$ cat src/rtl/hazard_ctrl_pkg.sv
// Shared encodings and default latencies for the pipeline hazard controller.
package hazard_ctrl_pkg;

  typedef enum logic [1:0] {
    FWD_RF  = 2'b00,
    FWD_WB  = 2'b01,
    FWD_MEM = 2'b10
  } fwd_sel_e;

  localparam int unsigned DEF_REG_AW  = 5;
  localparam int unsigned DEF_MUL_LAT = 4;
  localparam int unsigned DEF_DIV_LAT = 32;
  localparam int unsigned DEF_CNT_W   = 32;

  // Memory stage wins over writeback because it holds the younger result.
  function automatic fwd_sel_e fwd_sel(input logic hit_mem, input logic hit_wb);
    if (hit_mem)     return FWD_MEM;
    else if (hit_wb) return FWD_WB;
    else             return FWD_RF;
  endfunction

endpackage

$ cat src/rtl/md_busy_ctr.sv
// Multiply/divide occupancy countdown and saturating stall-cycle counter.
module md_busy_ctr
  import hazard_ctrl_pkg::*;
#(
  parameter int unsigned MUL_LAT = DEF_MUL_LAT,
  parameter int unsigned DIV_LAT = DEF_DIV_LAT,
  parameter int unsigned CNT_W   = DEF_CNT_W
) (
  input  logic             clk,
  input  logic             reset_n,
  input  logic             md_start,
  input  logic             md_div,
  input  logic             stall,
  output logic             md_busy,
  output logic [CNT_W-1:0] stall_cnt
);

  localparam logic [7:0] MUL_LOAD = 8'(MUL_LAT - 1);
  localparam logic [7:0] DIV_LOAD = 8'(DIV_LAT - 1);

  logic [7:0] mdcnt;

  // Loading LAT-1 makes busy drop exactly LAT cycles after the start cycle.
  always_ff @(posedge clk) begin
    if (!reset_n) begin
      mdcnt <= '0;
    end else if (md_start) begin
      mdcnt <= md_div ? DIV_LOAD : MUL_LOAD;
    end else if (mdcnt != '0) begin
      mdcnt <= mdcnt - 8'd1;
    end
  end

  always_ff @(posedge clk) begin
    if (!reset_n) begin
      stall_cnt <= '0;
    end else if (stall && (stall_cnt != '1)) begin
      stall_cnt <= stall_cnt + CNT_W'(1);
    end
  end

  assign md_busy = (mdcnt != '0);

endmodule

$ cat src/rtl/hazard_ctrl.sv
// Five-stage pipeline hazard unit: operand forwarding, stall/flush generation.
module hazard_ctrl
  import hazard_ctrl_pkg::*;
#(
  parameter int unsigned REG_AW  = DEF_REG_AW,
  parameter int unsigned MUL_LAT = DEF_MUL_LAT,
  parameter int unsigned DIV_LAT = DEF_DIV_LAT,
  parameter int unsigned CNT_W   = DEF_CNT_W
) (
  input  logic              clk,
  input  logic              reset_n,
  input  logic [REG_AW-1:0] RsD,
  input  logic [REG_AW-1:0] RtD,
  input  logic [REG_AW-1:0] RsE,
  input  logic [REG_AW-1:0] RtE,
  input  logic [REG_AW-1:0] WriteRegE,
  input  logic [REG_AW-1:0] WriteRegM,
  input  logic [REG_AW-1:0] WriteRegW,
  input  logic              RegWriteE,
  input  logic              RegWriteM,
  input  logic              RegWriteW,
  input  logic              MemtoRegE,
  input  logic              MemtoRegM,
  input  logic              BranchD,
  input  logic              JumpRegD,
  input  logic              MdStartE,
  input  logic              MdDivE,
  input  logic              MdUseD,
  output logic [1:0]        ForwardAE,
  output logic [1:0]        ForwardBE,
  output logic              ForwardAD,
  output logic              ForwardBD,
  output logic              StallF,
  output logic              StallD,
  output logic              FlushE,
  output logic              MdBusy,
  output logic [CNT_W-1:0]  StallCnt
);

  logic lwstall, brstall, mdstall, stall;
  logic br_hit_e, br_hit_m;

  assign ForwardAE = fwd_sel((RsE != '0) && RegWriteM && (RsE == WriteRegM),
                             (RsE != '0) && RegWriteW && (RsE == WriteRegW));
  assign ForwardBE = fwd_sel((RtE != '0) && RegWriteM && (RtE == WriteRegM),
                             (RtE != '0) && RegWriteW && (RtE == WriteRegW));

  assign ForwardAD = (RsD != '0) && (RsD == WriteRegM) && RegWriteM;
  assign ForwardBD = (RtD != '0) && (RtD == WriteRegM) && RegWriteM;

  assign lwstall = MemtoRegE && (RtE != '0) && ((RsD == RtE) || (RtD == RtE));

  // Decode-stage compares cannot take an E result or an in-flight load from M.
  assign br_hit_e = RegWriteE && (WriteRegE != '0) &&
                    ((WriteRegE == RsD) || (WriteRegE == RtD));
  assign br_hit_m = MemtoRegM && (WriteRegM != '0) &&
                    ((WriteRegM == RsD) || (WriteRegM == RtD));
  assign brstall  = (BranchD || JumpRegD) && (br_hit_e || br_hit_m);

  assign mdstall = MdUseD && (MdBusy || MdStartE);

  assign stall  = lwstall || brstall || mdstall;
  assign StallF = stall;
  assign StallD = stall;
  assign FlushE = stall;

  md_busy_ctr #(
    .MUL_LAT (MUL_LAT),
    .DIV_LAT (DIV_LAT),
    .CNT_W   (CNT_W)
  ) u_md_busy_ctr (
    .clk       (clk),
    .reset_n   (reset_n),
    .md_start  (MdStartE),
    .md_div    (MdDivE),
    .stall     (stall),
    .md_busy   (MdBusy),
    .stall_cnt (StallCnt)
  );

endmodule

$ cat config.mk
export PLATFORM = sky130hd
export DESIGN_NAME = hazard_ctrl
export DESIGN_NICKNAME = d
export VERILOG_FILES = /design/src/rtl/hazard_ctrl_pkg.sv /design/src/rtl/md_busy_ctr.sv /design/src/rtl/hazard_ctrl.sv
export SDC_FILE = /design/constraint.sdc
export NUM_CORES = 1
export LEC_CHECK = 0
export ABC_CLOCK_PERIOD_IN_PS = 5550
export BUFFER_PORTS_ARGS = -buffer_cell sky130_fd_sc_hd__buf_2
export CAP_MARGIN = 10
export CORE_AREA = 3 3 81 83
export CTS_CLUSTER_DIAMETER = 120
export DETAILED_ROUTE_END_ITERATION = 8
export DIE_AREA = 0 0 84 86
export PLACE_DENSITY = 0.76
export SYNTH_ARGS = -nofsm -noshare
export SYNTH_HDL_FRONTEND = slang
export SYNTH_SLANG_ARGS = --single-unit
$ cat constraint.sdc
create_clock -name clk -period 5.55 [get_ports clk]
set_input_delay 0.2775 -clock clk [delete_from_list [all_inputs] [get_ports clk]]
set_output_delay 0.2775 -clock clk [all_outputs]
set_load 0.02 [all_outputs]
==> key figures, run 1 <==
Clocking
  – CTS clk-pin slew, worst paths: 0.08 ns
  – Count of cells resized by post-cts repair: 0
  – Hold-fix buffers at CTS: 0
  – H-tree levels: 2
  – Root Buffer: clkbuf_8
  – CTS Buf Count: 5
  – Clk_lat worst skew: 0.29 ns
  – Largest buffer count on any clock path: 2
  – CTS sink count: 40
  – Clock tree from TritonCTS: built
  – Post-CTS Setup Repair Bufs: 0

STA
  – Sum Neg Setup Slack: 0 ns
  – Worst-Margin Slew: 0.783 ns
  – Slew Viols, Final: 0
  – Slew headroom: 47.7%
  – RSZ-0062 raised after global routing: false
  – Final Hold Vio Count: 0
  – Fin crit share: 52.2%
  – Fmax: 345 MHz
  – Final worst path period need: 2.90 ns
  – # setup viols final: 0
  – Fin Clk Skew: 0.0116 ns
  – Hold_ws: 0.291 ns

Setup path
  – Origin of the critical flop-to-flop path: u_md_busy_ctr.stall_cnt[2]$_SDFFE_PN0P_
  – CP Data Arrival Time: 2.62 ns
  – Worst Reg2Reg Path Length in Cells: 7
  – Crit-path max FO: 60
  – Crit Path Category: reg2out
  – Critical Path RT: 5.27 ns
  – CP Capture Type: output pin
  – FF-to-FF setup slack: 2.77 ns
  – R2r endpoint: u_md_busy_ctr.stall_cnt[15]$_SDFFE_PN0P_
  – CP Launch Type: register

Floorplanning
  – Core region area: 5920 sq um
  – Die X-Extent: 84 um
  – Die height: 86 um
  – Initial Util: 49.5%
  – I/O pin total: 89
  – Die ar.: 7220 sq um
  – Row count: 28

Finish
  – FF/Latch Area: 801 sq um
  – Area Overhead vs Synth: 17.0%
  – Fillers: 557
  – Antenna Cells: 0
  – Area of the multi-input gates: 1950 sq um
  – Fin nets: 482
  – Share of cells above drive strength 1: 23.3%
  – Finished Core Util: 57.9%

Routing
  – Router iterations before antenna repair: 4
  – Routed Antenna Nets: 0
  – Wirelength, routed: 7190 um
  – DRC: 0
  – Routed length per instance: 14.1 um
  – Iter 0 DRT Violations: 157
  – Via density: 5.77
  – Vias post-DR: 2932

Global routing
  – Tot GR Track Use: 19.5%
  – Total gr overflow: 0
  – First-pass GRT wire length: 12000 um
  – Number of global-route vias before repair: 2628
  – Largest net degree at the start of global routing: 61
  – Initial antenna violation count: 0

Synth
  – Synth top area cells: dfxtp_1 27%, xnor2_1 9.0%, xor2_1 7.5%, or4_1 5.4%, a21oi_1 4.6%
  – Ys Warns: 0
  – Top_reg_cell synth: dfxtp_1
  – Post-synthesis sequential area ratio: 27.3%
  – Post-synth top cells: 40 x dfxtp_1, 30 x xnor2_1, 27 x a21oi_1, 25 x xor2_1, 24 x nand2_1
  – Synthesized cell area: 2930 sq um
  – Synth Area per Inst: 7.97 sq um
  – Synth cell types: 43
  – Cell taking the most area after synthesis: dfxtp_1
  – Syn Nets: 418
  – Largest family of logic cells by synthesized area: simple AND/OR/NAND/NOR gates
  – Seq cells post-synth: 40
  – Number of flops mapped to enable cells by yosys: 0
  – Ys async rst share: 0%
  – Most common cell in the netlist: dfxtp_1
  – Synth Area in Simple Gates: 32.0%
  – Mux share of post-synthesis cell area: 1.71%
  – Gate Count Post-Synth: 368
  – Xor/xnor share of the synthesized area: 16.4%
  – Post-synth top area share: 27.3%
  – Compound-Gate Fraction of Synth Area: 15.3%
  – Synth Area in Adders: 1.28%

Min path
  – Hold Path Cell Cnt: 3
  – Hold crit path type: in2reg
  – Hold Startpoint: MdDivE
  – Hold EP: u_md_busy_ctr.mdcnt[2]$_SDFFE_PN0N_

Pwr
  – VDD IR-drop max: 0.223 mV
  – Leak: 1.35 nW
  – Pwr per Cell Area: 203 nW/um^2
  – Total power draw: 0.698 mW

Place
  – Dpl hpwl: 5390 um
  – Placer Congestion: 0.858
  – Input/output buffers: 88

Job
  – Max-cap violations: 0

Outcome
  – Outcome: finished, final reports clean
[layer usage]
metal | global-route usage (%) | vias up | routed length [um]
li1 | - | 1494 | -
met5 | 0 | - | 0
met4 | 3.95 | 0 | 33
met2 | 35.6 | 81 | 3560
met1 | 24.1 | 1355 | 3200
met3 | 3.36 | 2 | 389
[worst max-delay path, cell delays in order, from the launching register on]
cell and delay, ns:
dfxtp_1 0.35, nor4_2 0.31, and2b_1 0.20, nand2_1 0.18, o21a_1 0.25, nor4_4 0.25, buf_4 0.47, inv_1 0.12
buf_2 0.18
[per-stage QoR]
step / cells / setup slack, ns / instance area, sq um
CTS: 508 / 2.65 / 3430
global route: 508 / 2.41 / 3430
finish: 508 / 2.65 / 3430
floorplan: 368 / 3.12 / 2930
detailed placement: 500 / 2.79 / 3320
global placement: 500 / 2.98 / 3320
[layout make-up]
cell class,count,share of cell area [%]
Sequential cell,40,23.3
Multi-Input combinational cell,290,57.0
Timing Repair Buffer,90,13.3
Tap cell,75,2.74
Clock buffer,6,2.12
Clock inverter,2,1.02
Inverter,5,0.547
[layout by cell type, fill, tap and decap left out, types with 14 or more instances in the layout]
| master | instances |
|---|---|
| nand4_1 | 14 |
| or4_1 | 21 |
| nor2_1 | 14 |
| buf_2 | 88 |
| a21oi_1 | 27 |
| nand3_1 | 19 |
| xnor2_1 | 30 |
| nand2_1 | 24 |
| xor2_1 | 25 |
| dfxtp_1 | 40 |
[kinds of logic after synthesis]
kind of cell             count (synthesis)
AND/OR/NAND/NOR                        159
AO/OA/AOI/OAI                           68
XOR/XNOR                                55
flip-flops                              40
buffers and inverters                   38
multiplexers                             5
adder cells (fa/ha/maj)                  3
[state kept, by name, indices dropped and copies added (netlist names)]
signal,cells
u_md_busy_ctr.stall_cnt,32
u_md_busy_ctr.mdcnt,8
[how the worst max path moves through the flow]
| stage | end | from | cells after the start | slack, ns |
|---|---|---|---|---|
| 2_1_floorplan | StallD | u_md_busy_ctr.mdcnt[2]$_SDFFE_PN0N_ | 8 | 3.12 |
| 3_3_place_gp | u_md_busy_ctr.stall_cnt[1]$_SDFFE_PN0P_ | u_md_busy_ctr.stall_cnt[2]$_SDFFE_PN0P_ | 7 | 2.98 |
| 3_5_place_dp | u_md_busy_ctr.stall_cnt[15]$_SDFFE_PN0P_ | u_md_busy_ctr.stall_cnt[2]$_SDFFE_PN0P_ | 7 | 2.79 |
| 4_1_cts | StallD | u_md_busy_ctr.mdcnt[2]$_SDFFE_PN0N_ | 8 | 2.65 |
| 5_1_grt | StallD | u_md_busy_ctr.mdcnt[2]$_SDFFE_PN0N_ | 8 | 2.41 |
| 6_report | StallD | u_md_busy_ctr.mdcnt[2]$_SDFFE_PN0N_ | 8 | 2.65 |
[where the power goes]
part / leakage, nW / internal, mW / switching [mW]
Combinational: 0.972 / 0.0649 / 0.0935
Clock: 0.0552 / 0.134 / 0.105
Sequential: 0.324 / 0.294 / 0.00682
Total: 1.35 / 0.493 / 0.205
No activity file was read; power rests on OpenSTA's default activity.
==> inputs of run 2 (changes only) <==
--- a/config.mk
+++ b/config.mk
@@ -5,7 +5,7 @@
 export SDC_FILE = /design/constraint.sdc
 export NUM_CORES = 1
 export LEC_CHECK = 0
-export ABC_CLOCK_PERIOD_IN_PS = 5550
+export ABC_CLOCK_PERIOD_IN_PS = 2860
 export BUFFER_PORTS_ARGS = -buffer_cell sky130_fd_sc_hd__buf_2
 export CAP_MARGIN = 10
 export CORE_AREA = 3 3 81 83
==> constraint.sdc (replaced) <==
create_clock -name clk -period 2.86 [get_ports clk]
set_input_delay 0.143 -clock clk [delete_from_list [all_inputs] [get_ports clk]]
set_output_delay 0.143 -clock clk [all_outputs]
set_load 0.02 [all_outputs]
==> run 2 against run 1 <==
Effect of this change:
- via count increased by 1.6%
- combinational power increased by 98%
- sequential cell count unchanged
- first-iteration DRC count decreased by 18%
- clock-buffer cell count decreased by 1
- wire length increased by 1.1%
- hold slack got worse by 0.13 ns
- largest cell class unchanged
==> key figures, run 2 (same netlist as run 1, synthesis figures left out) <==
Routing
  – Router iterations before antenna repair: 4 (unchanged)
  – Wirelength, routed: 7270 um (+1.1%)
  – Vias post-DR: 2980 (+1.6%)
  – Routed length per instance: 14.2 um (+0.73%)
  – Iter 0 DRT Violations: 129 (-18%)
  – Via density: 5.84 (+1.2%)
  – Routed Antenna Nets: 0 (unchanged)
  – DRC: 0 (unchanged)

Setup path
  – Slowest stage delay, CP: 0.35 ns (-0.12 ns)
  – CP Capture Type: output pin
  – Crit path max-delay family: simple AND/OR/NAND/NOR gates
  – Crit Path Category: reg2out
  – Origin of the critical flop-to-flop path: u_md_busy_ctr.stall_cnt[0]$_SDFFE_PN0P_
  – CP Launch Type: register
  – CP Data Arrival Time: 2.44 ns (-0.18 ns)
  – R2r endpoint: u_md_busy_ctr.stall_cnt[4]$_SDFFE_PN0P_
  – Slowest CP cell: dfxtp_1
  – FF-to-FF setup slack: 0.40 ns (-2.37 ns)
  – CP Cell Sequence: nor4_2 > and2b_1 > nand2_1 > o21a_1 > nor4_4 > buf_12 > inv_1 > buf_2
  – Worst Reg2Reg Path Length in Cells: 7 (unchanged)
  – Crit path buffers/inverters: 3 (unchanged)
  – Crit-path max FO: 60 (unchanged)
  – Critical Path RT: 2.72 ns (-2.55 ns)

Place
  – Input/output buffers: 88 (unchanged)
  – Placer Congestion: 0.901 (+5.0%)
  – Place WS: 0.423 ns (-2.37 ns)
  – Dpl hpwl: 5500 um (+2.0%)

Min path
  – Hold Startpoint: MdStartE
  – Hold Path Cell Cnt: 3 (unchanged)
  – Hold EP: u_md_busy_ctr.mdcnt[0]$_SDFFE_PN0N_
  – Hold crit path type: in2reg

Finish
  – Largest registers: u_md_busy_ctr.stall_cnt (32), u_md_busy_ctr.mdcnt (8)
  – Most frequent cells in the layout: 88 x buf_2, 40 x dfxtp_1, 30 x xnor2_1
  – Commonest non-fill, non-tap cell in the layout: buf_2
  – Area of the multi-input gates: 1950 sq um (unchanged)
  – Fillers: 555 (-0.36%)
  – Area Overhead vs Synth: 19.7%
  – FF/Latch Area: 801 sq um (unchanged)
  – Fin nets: 484 (+0.41%)
  – Antenna Cells: 0 (unchanged)
  – Number of flip-flops in the largest register: 32 (unchanged)
  – Share of cells above drive strength 1: 23.9% (+0.58 points)
  – Biggest register: u_md_busy_ctr.stall_cnt

STA
  – Slew Viols, Final: 0 (unchanged)
  – Fin crit share: 90.2%
  – Fmax: 388 MHz
  – Slew headroom: 48.3% (+0.54 points)
  – RSZ-0062 raised after global routing: false
  – # setup viols final: 0 (unchanged)
  – Final Hold Vio Count: 0 (unchanged)
  – Setup WS post-layout: 0.280 ns (-2.37 ns)
  – Fin Clk Skew: 0.00933 ns (-0.00223 ns)
  – Sum Neg Setup Slack: 0 ns (unchanged)
  – Final worst path period need: 2.58 ns
  – Worst-Margin Slew: 0.775 ns (-0.00802 ns)

Global routing
  – Largest net degree at the start of global routing: 61 (unchanged)
  – Number of global-route vias before repair: 2867 (+9.1%)
  – First-pass GRT wire length: 12500 um (+4.2%)
  – Tot GR Track Use: 20.4% (+0.91 points)
  – Total gr overflow: 0 (unchanged)
  – Initial antenna violation count: 0 (unchanged)

Pwr
  – Pwr per Cell Area: 438 nW/um^2 (+120%)
  – Leak: 1.39 nW (+2.9%)
  – VDD IR-drop max: 0.322 mV (+45%)

Clocking
  – Count of cells resized by post-cts repair: 0 (unchanged)
  – CTS Buf Count: 5 (unchanged)
  – Largest buffer count on any clock path: 2 (unchanged)
  – Post-CTS Setup Repair Bufs: 0 (unchanged)
  – CTS clk-pin slew, worst paths: 0.07 ns (about the same)
  – Clock tree from TritonCTS: built
  – Clk_lat worst skew: 0.30 ns (about the same)
  – CTS sink count: 40 (unchanged)
  – H-tree levels: 2 (unchanged)
  – Hold-fix buffers at CTS: 0 (unchanged)
  – Root Buffer: clkbuf_8

Floorplanning
  – Die height: 86 um (unchanged)
  – Die X-Extent: 84 um (unchanged)
  – Core region area: 5920 sq um (unchanged)
  – I/O pin total: 89 (unchanged)
  – Initial Util: 49.5% (unchanged)
  – Row count: 28 (unchanged)
  – Die ar.: 7220 sq um (unchanged)

Job
  – Max-cap violations: 0 (unchanged)

Outcome
  – Outcome: finished, final reports clean
run 2: worst max path at each step:
stage	from	to	depth (start not counted)
floorplan	u_md_busy_ctr.mdcnt[2]$_SDFFE_PN0N_	StallD	8
global placement	u_md_busy_ctr.stall_cnt[0]$_SDFFE_PN0P_	u_md_busy_ctr.stall_cnt[12]$_SDFFE_PN0P_	7
detailed placement	u_md_busy_ctr.stall_cnt[0]$_SDFFE_PN0P_	u_md_busy_ctr.stall_cnt[10]$_SDFFE_PN0P_	7
CTS	u_md_busy_ctr.mdcnt[2]$_SDFFE_PN0N_	StallD	8
global route	u_md_busy_ctr.mdcnt[2]$_SDFFE_PN0N_	StallD	8
finish	u_md_busy_ctr.mdcnt[2]$_SDFFE_PN0N_	StallD	8
run 2: where the power goes:
group	switching (mW)	total, mW	internal (mW)
logic	0.182	0.313	0.131
clock network	0.203	0.640	0.437
registers	0.0134	0.584	0.571
total	0.399	1.54	1.14
run 2: area by class of cell:
class / instances / share of cell area (%)
inverters: 5 / 0.535
flip-flops and latches: 40 / 22.8
multi-input cells: 290 / 55.7
well taps: 75 / 2.67
clock inverters: 3 / 2.57
repair buffers: 92 / 13.8
clock buffers: 5 / 1.96
run 2: per-stage QoR:
step	instance area, sq um	instances	util [%]	hold WS [ns]	power [mW]
floorplan	2930	368	-	0.264	0.825
global placement	3350	502	56.6	0.456	0.904
detailed placement	3350	502	56.6	0.461	0.912
CTS	3510	510	59.3	0.150	1.56
global route	3510	510	59.3	0.184	1.61
finish	3510	510	59.3	0.163	1.54
run 2: metal layers:
metal / GRT usage [%] / wire length, um
met5: 0 / 0
met4: 4.82 / 62
met3: 3.27 / 412
met2: 37.3 / 3620
met1: 25.1 / 3170
run 2: tightest hold or removal path, cell delays in order:
cell	delay, ns
buf_2	0.15
nor2_1	0.06
nor2_1	0.07
==> inputs of run 3 (changes only) <==
--- a/config.mk
+++ b/config.mk
@@ -13,6 +13,7 @@
 export DETAILED_ROUTE_END_ITERATION = 8
 export DIE_AREA = 0 0 84 86
 export PLACE_DENSITY = 0.76
+export SETUP_SLACK_MARGIN = 0.4
 export SYNTH_ARGS = -nofsm -noshare
 export SYNTH_HDL_FRONTEND = slang
 export SYNTH_SLANG_ARGS = --single-unit
==> constraint.sdc (replaced) <==
create_clock -name clk -period 2.86 [get_ports clk]
set_input_delay 0.429 -clock clk [delete_from_list [all_inputs] [get_ports clk]]
set_output_delay 0.429 -clock clk [all_outputs]
set_load 0.02 [all_outputs]
==> run 3 against run 2 <==
Effect of this change:
- die area did not move
- sequential cell count is the same
- highest routed layer unchanged
- clock power down 45%
- critical endpoint unchanged
==> key figures, run 3 (same netlist as run 1, synthesis figures left out) <==
Min path
  – Hold crit path type: in2reg

Routing
  – Routed Antenna Nets: 0 (unchanged)
  – Wirelength, routed: 7990 um (+9.9%)
  – Via density: 5.80 (-0.70%)
  – DRC: 0 (unchanged)
  – Routed length per instance: 15.3 um (+7.6%)
  – Iter 0 DRT Violations: 236 (+83%)
  – Vias post-DR: 3023 (+1.4%)
  – Router iterations before antenna repair: 4 (unchanged)

Clocking
  – Clk_lat worst skew: 0.29 ns (about the same)
  – H-tree levels: 2 (unchanged)
  – Largest buffer count on any clock path: 2 (unchanged)
  – CTS sink count: 40 (unchanged)
  – Hold-fix buffers at CTS: 0 (unchanged)
  – Root Buffer: clkbuf_8
  – Clock tree from TritonCTS: built
  – CTS clk-pin slew, worst paths: 0.07 ns (about the same)
  – CTS Buf Count: 5 (unchanged)

Pwr
  – Sw Pwr: 0.406 mW (+2.0%)
  – Sw frac: 31.0% (+5.1 points)
  – Clock share of power: 27.0% (-15 points)
  – Pwr per Cell Area: 366 nW/um^2 (-16%)
  – Leak: 1.42 nW (+2.2%)
  – VDD IR-drop max: 0.267 mV (-17%)
  – Logic pwr share: 28.2% (+7.8 points)
  – Reg power frac: 44.8% (+6.8 points)
  – Internal: 0.905 mW (-21%)

Global routing
  – Tot GR Track Use: 22.1% (+1.8 points)
  – Number of global-route vias before repair: 2900 (+1.2%)
  – First-pass GRT wire length: 13500 um (+8.1%)
  – Largest net degree at the start of global routing: 47 (-23%)
  – Total gr overflow: 0 (unchanged)
  – Initial antenna violation count: 0 (unchanged)

Floorplanning
  – Die height: 86 um (unchanged)
  – Die ar.: 7220 sq um (unchanged)
  – Core region area: 5920 sq um (unchanged)
  – Row count: 28 (unchanged)
  – Initial Util: 49.5% (unchanged)
  – Die X-Extent: 84 um (unchanged)
  – I/O pin total: 89 (unchanged)

Place
  – Place WS: 0.277 ns (-0.145 ns)
  – Placed Instances: 506 (+0.80%)
  – Placer Congestion: 0.895 (-0.61%)
  – Input/output buffers: 88 (unchanged)
  – Dpl hpwl: 5890 um (+7.1%)
  – Placed inst area: 3390 sq um (+1.3%)

STA
  – # setup viols final: 0 (unchanged)
  – Final Hold Vio Count: 0 (unchanged)
  – Final worst path period need: 2.58 ns (-0.00163 ns)
  – RSZ-0062 raised after global routing: true
  – Sum Neg Setup Slack: 0 ns (unchanged)
  – Fin Clk Skew: 0.00597 ns (-0.00335 ns)
  – Setup WS post-layout: 0.282 ns (+0.00163 ns)
  – Fin crit share: 90.1% (about the same)
  – Fmax: 388 MHz (about the same)
  – Worst-Margin Slew: 0.780 ns (+0.00467 ns)
  – Slew headroom: 48.0% (-0.31 points)
  – Slew Viols, Final: 0 (unchanged)

Setup path
  – Crit Path Category: reg2out
  – Most common cell on crit path: nor4_4
  – Slowest CP cell: nor4_4
  – Slowest stage delay, CP: 0.36 ns (about the same)
  – CP Data Arrival Time: 2.15 ns (-0.29 ns)
  – CP Launch Type: register
  – Crit-path max FO: 3 (-95%)
  – CP Capture Type: output pin
  – Critical Path RT: 2.43 ns (-0.29 ns)
  – CP Cell Sequence: nor4_4 > and2b_1 > nand2_2 > o21a_1 > nor4_4 > clkinvlp_4 > buf_6

Finish
  – Antenna Cells: 0 (unchanged)
  – Commonest non-fill, non-tap cell in the layout: buf_2
  – Most frequent cells in the layout: 85 x buf_2, 37 x dfxtp_1, 30 x xnor2_1
  – Design area: 3580 sq um (+2.1%)
  – Finished Core Util: 60.5% (+1.2 points)
  – Number of flip-flops in the largest register: 32 (unchanged)
  – Area Overhead vs Synth: 22.2%
  – Final Non-Filler Cells: 521 (+2.2%)
  – Biggest register: u_md_busy_ctr.stall_cnt
  – Share of cells above drive strength 1: 28.5% (+4.6 points)
  – Fin nets: 496 (+2.5%)
  – Largest registers: u_md_busy_ctr.stall_cnt (32), u_md_busy_ctr.mdcnt (8)

Outcome
  – Outcome: finished, final reports clean

Job
  – Max-cap violations: 0 (unchanged)
## run 3: per-stage QoR
| stage | hold slack, ns | power [mW] |
|---|---|---|
| 2_1_floorplan | 0.445 | 0.836 |
| 3_3_place_gp | 0.456 | 0.910 |
| 3_5_place_dp | 0.473 | 0.920 |
| 4_1_cts | 0.451 | 1.30 |
| 5_1_grt | 0.458 | 1.38 |
| 6_report | 0.451 | 1.31 |
## run 3: power by group through the flow
stage / combinational [mW] / sequential [mW] / clock, mW
3_5_place_dp: 0.323 / 0.598 / 0
4_1_cts: 0.352 / 0.587 / 0.360
2_1_floorplan: 0.237 / 0.599 / 0
3_3_place_gp: 0.314 / 0.596 / 0
5_1_grt: 0.407 / 0.589 / 0.382
6_report: 0.370 / 0.587 / 0.354
## run 3: worst paths after layout
check	cells after the start	to	from	slack [ns]
setup reg to reg	9	u_md_busy_ctr.stall_cnt[5]$_SDFFE_PN0P_	u_md_busy_ctr.mdcnt[2]$_SDFFE_PN0N_	0.53
setup / recovery	7	StallD	u_md_busy_ctr.mdcnt[2]$_SDFFE_PN0N_	0.28
hold reg to reg	2	u_md_busy_ctr.stall_cnt[9]$_SDFFE_PN0P_	u_md_busy_ctr.stall_cnt[9]$_SDFFE_PN0P_	0.49
hold / removal	3	u_md_busy_ctr.mdcnt[2]$_SDFFE_PN0N_	MdDivE	0.45
## run 3: critical path, delay by kind of cell (launching register included)
kind,cells,cell delay (ns)
simple gates,4,0.91
buf+inv,2,0.39
flops,1,0.35
compound gates,1,0.21
## run 3: area by class of cell
type	instances	area (sq um)
Timing Repair Buffer	104	583
Sequential cell	40	807
Inverter	5	22.5
Fill cell	546	2340
Clock inverter	1	5.00
Clock buffer	6	72.6
Multi-Input combinational cell	290	2000
Tap cell	75	93.8
## run 3: what timing repair did
action | 4_1_cts | 5_1_grt
gates resized for setup | 10 | 7
pin swaps | 4 | 3
buffers inserted | 5 | 3
setup endpoints to repair | 28 | 29
## run 3: per-layer routing
layer	up-vias	routed length (um)	GRT usage, %
met2	89	3950	37.7
met5	-	0	0
met3	10	420	4.51
li1	1517	-	-
met1	1407	3490	28.1
met4	0	127	7.31
